### config.mk
export PLATFORM = sky130hd
export DESIGN_NAME = pixel_writeback
export DESIGN_NICKNAME = d
export VERILOG_FILES = /design/src/rtl/pixel_writeback.sv
export SDC_FILE = /design/constraint.sdc
export NUM_CORES = 1
export LEC_CHECK = 0
export ABC_CLOCK_PERIOD_IN_PS = 6900
export CORE_MARGIN = 5
export CORE_UTILIZATION = 50
export CTS_BUF_LIST = sky130_fd_sc_hd__clkbuf_8
export CTS_CLUSTER_DIAMETER = 120
export DETAILED_ROUTE_END_ITERATION = 8
export PLACE_DENSITY_LB_ADDON = 0.2
export SETUP_SLACK_MARGIN = 0.15
export SLEW_MARGIN = 10
export SYNTH_ARGS = -nofsm -noshare
export SYNTH_HDL_FRONTEND = slang
export SYNTH_SLANG_ARGS = --single-unit
export TNS_END_PERCENT = 100
### constraint.sdc
create_clock -name gen_clk -period 6.9 [get_ports gen_clk]
set_clock_uncertainty 0.15 [all_clocks]
set_input_delay 1.725 -clock gen_clk [delete_from_list [all_inputs] [get_ports gen_clk]]
set_output_delay 1.725 -clock gen_clk [all_outputs]
set_load 0.01 [all_outputs]
### src/rtl/pixel_writeback.sv
// pixel_writeback
//   Write-side stage between the dehaze datapath and the result frame memory.
//   Accepted pixels are queued in a small skid FIFO and written to memory in
//   raster order (address 0 .. Image_width*Image_height-1), so the memory can
//   stall without losing data. A one-cycle `done` pulse marks the frame end.
//
//   Optional feature: define PIXEL_WB_CHECKSUM_EN to build a modulo-2^32 sum
//   of all written pixels on `checksum`; otherwise `checksum` is tied to 0.
//
// Ports
//   gen_clk    in   sole clock, rising edge
//   rst        in   synchronous active-high reset
//   start      in   one-cycle pulse, arms a new frame (IDLE only)
//   pix_valid  in   upstream pixel valid
//   pix_data   in   upstream pixel {R,G,B}
//   pix_ready  out  pixel accepted this cycle when pix_valid is high
//   mem_stall  in   memory cannot take a write this cycle
//   we         out  frame memory write enable
//   waddr      out  frame memory write address
//   wdata      out  frame memory write data
//   line_done  out  pulse with the last write of each row
//   busy       out  frame in progress (RUN, DRAIN, DONE)
//   done       out  pulse the cycle after the final write
//   checksum   out  frame checksum (0 unless PIXEL_WB_CHECKSUM_EN)
module pixel_writeback #(
    parameter int Image_width  = 712,
    parameter int Image_height = 712,
    parameter int FIFO_DEPTH   = 4,
    parameter int ADDR_W       = 19
) (
    input  logic              gen_clk,
    input  logic              rst,
    input  logic              start,
    input  logic              pix_valid,
    input  logic [23:0]       pix_data,
    output logic              pix_ready,
    input  logic              mem_stall,
    output logic              we,
    output logic [ADDR_W-1:0] waddr,
    output logic [23:0]       wdata,
    output logic              line_done,
    output logic              busy,
    output logic              done,
    output logic [31:0]       checksum
);

    localparam int PTR_W = (FIFO_DEPTH > 1) ? $clog2(FIFO_DEPTH) : 1;
    localparam int CNT_W = $clog2(FIFO_DEPTH + 1);
    localparam int COL_W = $clog2(Image_width + 1);

    // Frame counters carry one extra bit so the total itself is representable.
    localparam logic [ADDR_W:0]  TOTAL    = (ADDR_W+1)'(Image_width * Image_height);
    localparam logic [ADDR_W:0]  TOTAL_M1 = (ADDR_W+1)'(Image_width * Image_height - 1);
    localparam logic [COL_W-1:0] COL_LAST = COL_W'(Image_width - 1);
    localparam logic [CNT_W-1:0] CNT_FULL = CNT_W'(FIFO_DEPTH);

    typedef enum logic [1:0] {IDLE, RUN, DRAIN, DONE} state_t;

    state_t           state;
    logic [ADDR_W:0]  acc_cnt;
    logic [ADDR_W:0]  wr_cnt;
    logic [COL_W-1:0] col;
    logic [PTR_W-1:0] rd_ptr;
    logic [PTR_W-1:0] wr_ptr;
    logic [CNT_W-1:0] fifo_cnt;
    logic [23:0]      fifo_mem [FIFO_DEPTH];

    logic fifo_full;
    logic fifo_empty;
    logic push;
    logic pop;
    logic [23:0] head;

    assign fifo_full  = (fifo_cnt == CNT_FULL);
    assign fifo_empty = (fifo_cnt == '0);
    assign head       = fifo_mem[rd_ptr];

    // Readiness depends only on registered state: a pop in the same cycle does
    // not open a slot for the incoming pixel.
    assign pix_ready = (state == RUN) && !fifo_full && (acc_cnt < TOTAL);
    assign push      = pix_valid && pix_ready;
    assign pop       = ((state == RUN) || (state == DRAIN)) && !fifo_empty && !mem_stall;
    assign busy      = (state != IDLE);

    // FIFO storage holds data only; validity is tracked by the pointers.
    always_ff @(posedge gen_clk) begin
        if (push) begin
            fifo_mem[wr_ptr] <= pix_data;
        end
    end

    always_ff @(posedge gen_clk) begin
        if (rst) begin
            state     <= IDLE;
            acc_cnt   <= '0;
            wr_cnt    <= '0;
            col       <= '0;
            rd_ptr    <= '0;
            wr_ptr    <= '0;
            fifo_cnt  <= '0;
            we        <= 1'b0;
            waddr     <= '0;
            wdata     <= 24'h000000;
            line_done <= 1'b0;
            done      <= 1'b0;
        end else begin
            we        <= 1'b0;
            line_done <= 1'b0;
            done      <= 1'b0;

            case (state)
                IDLE: begin
                    if (start) begin
                        state    <= RUN;
                        acc_cnt  <= '0;
                        wr_cnt   <= '0;
                        col      <= '0;
                        rd_ptr   <= '0;
                        wr_ptr   <= '0;
                        fifo_cnt <= '0;
                        waddr    <= '0;
                    end
                end
                RUN: begin
                    if (push && (acc_cnt == TOTAL_M1)) begin
                        state <= DRAIN;
                    end
                end
                DRAIN: begin
                    // wr_cnt reaches the total on the edge that issued the
                    // final write, so `done` lands one cycle after that `we`.
                    if (wr_cnt == TOTAL) begin
                        state <= DONE;
                        done  <= 1'b1;
                    end
                end
                default: begin
                    state <= IDLE;
                end
            endcase

            // push/pop only happen in RUN/DRAIN, never alongside the IDLE clear
            if (push) begin
                wr_ptr  <= wr_ptr + 1'b1;
                acc_cnt <= acc_cnt + 1'b1;
            end

            if (pop) begin
                rd_ptr    <= rd_ptr + 1'b1;
                we        <= 1'b1;
                wdata     <= head;
                waddr     <= wr_cnt[ADDR_W-1:0];
                wr_cnt    <= wr_cnt + 1'b1;
                line_done <= (col == COL_LAST);
                col       <= (col == COL_LAST) ? '0 : col + 1'b1;
            end

            if (push && !pop) begin
                fifo_cnt <= fifo_cnt + 1'b1;
            end else if (pop && !push) begin
                fifo_cnt <= fifo_cnt - 1'b1;
            end
        end
    end

`ifdef PIXEL_WB_CHECKSUM_EN
    logic [31:0] csum;

    // Cleared on start, accumulates each write, and naturally holds after
    // the frame because no pops occur outside RUN/DRAIN.
    always_ff @(posedge gen_clk) begin
        if (rst) begin
            csum <= '0;
        end else if ((state == IDLE) && start) begin
            csum <= '0;
        end else if (pop) begin
            csum <= csum + {8'd0, head};
        end
    end

    assign checksum = csum;
`else
    assign checksum = 32'd0;
`endif

endmodule

==> flow_summary.ini <==
[global_route]
use_met2_pct = 29.81
top_usage_layer = met2
use_met3_pct = 3.657
grt_util_met1_pct = 23.82
antenna_found_initial = 0
grt_pass1_vias = 5658
grt-ovfl-total = 0
track_usage_pct = 18.06
grt_pass1_wl_mm = 29.11
grt_max_degree = 60

[run_status]
outcome = finished clean

[power]
power_switching_mw = 0.7785
peakVddDrop_uv = 206.3
p_int_mw = 2.043
swShare_pct = 27.59
power_frac_seq_pct = 47.9
power.share.clock_pct = 36.1
p_leak_nw = 3.321
p_per_area_mw_per_mm2 = 283.0
power.total_mw = 2.822
p_comb_share_pct = 16.0

[clocking]
ctsResizeCount = 0
clk_pin_slew_worst_paths_ns = 0.06
clk_latency_ns = 0.52
cts.sink_count = 201
numCtsBuffers = 34
root_buffer = clkbuf_8
cts_setup_buffers = 0
h-tree-depth = 2
ctsLongestPathBuffers = 3
cts_tree = built
hold_buffers = 0

[floorplanning]
core_area_mm2 = 0.01670
num_rows = 47
initial_core_util_pct = 51.28
die-height_um = 140.9
boundaryPins = 109
die_area_mm2 = 0.01985
die_w_um = 140.9

[routing]
viasPerCell = 5.620
detail-route-antenna-nets = 0
dr.pass1.iters = 5
drt_iter0_markers = 329
drc = 0
vias = 5822
post_drt_wl_per_cell_um = 17.63
routed_wl_mm = 18.26

[worst_setup_path]
critPathMostFrequentCell = nand2_1
slowest_delay_ns = 0.91
worst_ep_arrival_time_ns = 4.69
crit_slowest_cell = nor2_1
critPathLaunch = mem_stall
path_class = input pin to flip-flop
cp_top_family = simple AND/OR/NAND/NOR gates
start_kind = input pin
path_max_fanout = 25
worstPathRequired_ns = 7.21
end_kind = flip-flop
cp_num_buf_inv = 2
r2r_start = state[0]
path_cells = clkdlybuf4s50_1 > nor2b_1 > nand2_1 > buf_4 > nand2_1 > nor2_1 > a22o_1

[placement]
place_ws_ns = 1.957
gp_congestion = 0.8017
dp_hpwl_mm = 11.95
numPortBuffers = 76

[synth]
async_flop_share_pct = 0
netlist_instances = 715
yosysSeqAreaShare_pct = 58.20
synth_edf_count = 96
ys_warn_count = 0
synth_cell_types = 66
synth_flop_cell = dfxtp_1
synth_seq_cells = 201
synth_area_mm2 = 0.008564
synth_area_per_cell_um2 = 11.98

[timing]
setup_viol = 0
rsz0062_at_grt = no
fmax_mhz = 228.2
slew_headroom_pct = 26.45
finalCritPeriodShare_pct = 63.51
final_hold_viol_count = 0
setup_tns_ns = 0
period_minus_slack_ns = 4.382
slew_viol_final = 0
worst_pin_slew_ns = 1.093
setup_ws_ns = 2.518

[final_layout]
mostFrequentLayoutCell = dfxtp_1
syn_to_final_growth_pct = 16.44
n_antenna_cell = 0
nets = 834
fill_cells = 1377
layout_common_cells = dfxtp_1 (104), edfxtp_1 (96), nand2_1 (87)
drive_gt1_share_pct = 13.24

[flow_run]
max-cap-violations = 0

[hold_path]
hold_start = wdata[11]
hp-class = flip-flop to flip-flop
stage by stage:
step | hold slack [ns] | cells | util [%] | cell area (um^2)
final | 0.3111 | 1036 | 59.71 | 9972
after CTS | 0.3116 | 1036 | 59.71 | 9972
after global placement | 0.3001 | 975 | 55.75 | 9310
after floorplan | 0.2983 | 746 | - | 8681
after global routing | 0.3278 | 1036 | 59.71 | 9972
after detailed placement | 0.2997 | 975 | 55.75 | 9310
logic make-up (layout without fill, tap and decap cells):
logic type               after synthesis  count (layout)  share of synthesized area (%)
AO/OA/AOI/OAI                        137             137                          11.26
adder cells (fa/ha/maj)               15              15                          2.162
XOR/XNOR                               7               7                         0.7159
multiplexers                          39              39                          8.181
other                                  1              32                        0.04379
buffers and inverters                 81             151                          5.581
flip-flops                           201             201                          58.20
AND/OR/NAND/NOR                      234             234                          13.85
registers in the layout (all words and copies together), names as in the netlist, 2 cells and up:
signal / cells
state: 2
waddr: 19
wr_ptr: 2
col: 10
wr_cnt: 20
fifo_cnt: 3
fifo_mem: 96
acc_cnt: 20
rd_ptr: 2
wdata: 24
final timing paths:
check	endpoint	slack, ns	depth (start not counted)
setup / recovery	waddr[4]	2.52	7
hold / removal	wdata[11]	0.31	2
setup reg to reg	waddr[4]	3.35	8
hold reg to reg	wdata[11]	0.31	2
cells in the mapped netlist, types with 5 or more instances:
| master | n | share of area (%) |
|---|---|---|
| buf_1 | 5 | 0.22 |
| dfxtp_1 | 105 | 25 |
| a21oi_1 | 55 | 3.2 |
| and3_1 | 9 | 0.66 |
| a311oi_1 | 13 | 1.3 |
| mux2_2 | 8 | 1.1 |
| nand2_1 | 87 | 3.8 |
| buf_4 | 32 | 2.8 |
| a22o_1 | 17 | 1.7 |
| and4_1 | 6 | 0.61 |
| nor2_1 | 37 | 1.6 |
| inv_1 | 10 | 0.44 |
| edfxtp_1 | 96 | 34 |
| or2_2 | 5 | 0.37 |
| nand3b_1 | 8 | 0.70 |
| mux2i_1 | 7 | 0.82 |
| nand4_1 | 8 | 0.58 |
| clkbuf_1 | 24 | 1.1 |
| nand2b_1 | 11 | 0.80 |
| mux4_2 | 24 | 6.3 |
| and2_2 | 5 | 0.44 |
| a31oi_1 | 5 | 0.37 |
| nand3_1 | 28 | 1.6 |
| o21ai_0 | 12 | 0.70 |
| ha_1 | 14 | 2.0 |
| buf_2 | 5 | 0.29 |
worst min-delay path, cell delays in order, from the launching register on:
cell and delay (ns):
dfxtp_1 0.31, nand2_1 0.05, a21oi_1 0.05
layer usage:
metal  routed length, um  up-vias  share of wire (%)
met5                   0        -                  0
met1                8105     2841                 44
met3                 973       29                5.3
met2                8843      182                 48
met4                 342        0                1.9
li1                    -     2770                  -
area by class of cell:
cell class | instances | area (um^2) | share of cell area (%)
sequential | 201 | 4986 | 50.00
timing repair buffer | 80 | 785.8 | 7.880
inverter | 10 | 37.54 | 0.3764
tap | 220 | 275.3 | 2.760
multi-input combinational | 464 | 3226 | 32.35
clock inverter | 22 | 125.1 | 1.255
clock buffer | 39 | 536.8 | 5.383
power groups by stage:
stage / combinational, mW / clock, mW / sequential, mW
detailed placement: 0.451 / 0 / 1.38
finish: 0.451 / 1.02 / 1.35
global placement: 0.439 / 0 / 1.37
floorplan: 0.335 / 0 / 1.36
global route: 0.496 / 1.11 / 1.36
CTS: 0.453 / 1.05 / 1.35
Note: power is estimated with default switching activity, not from simulation.
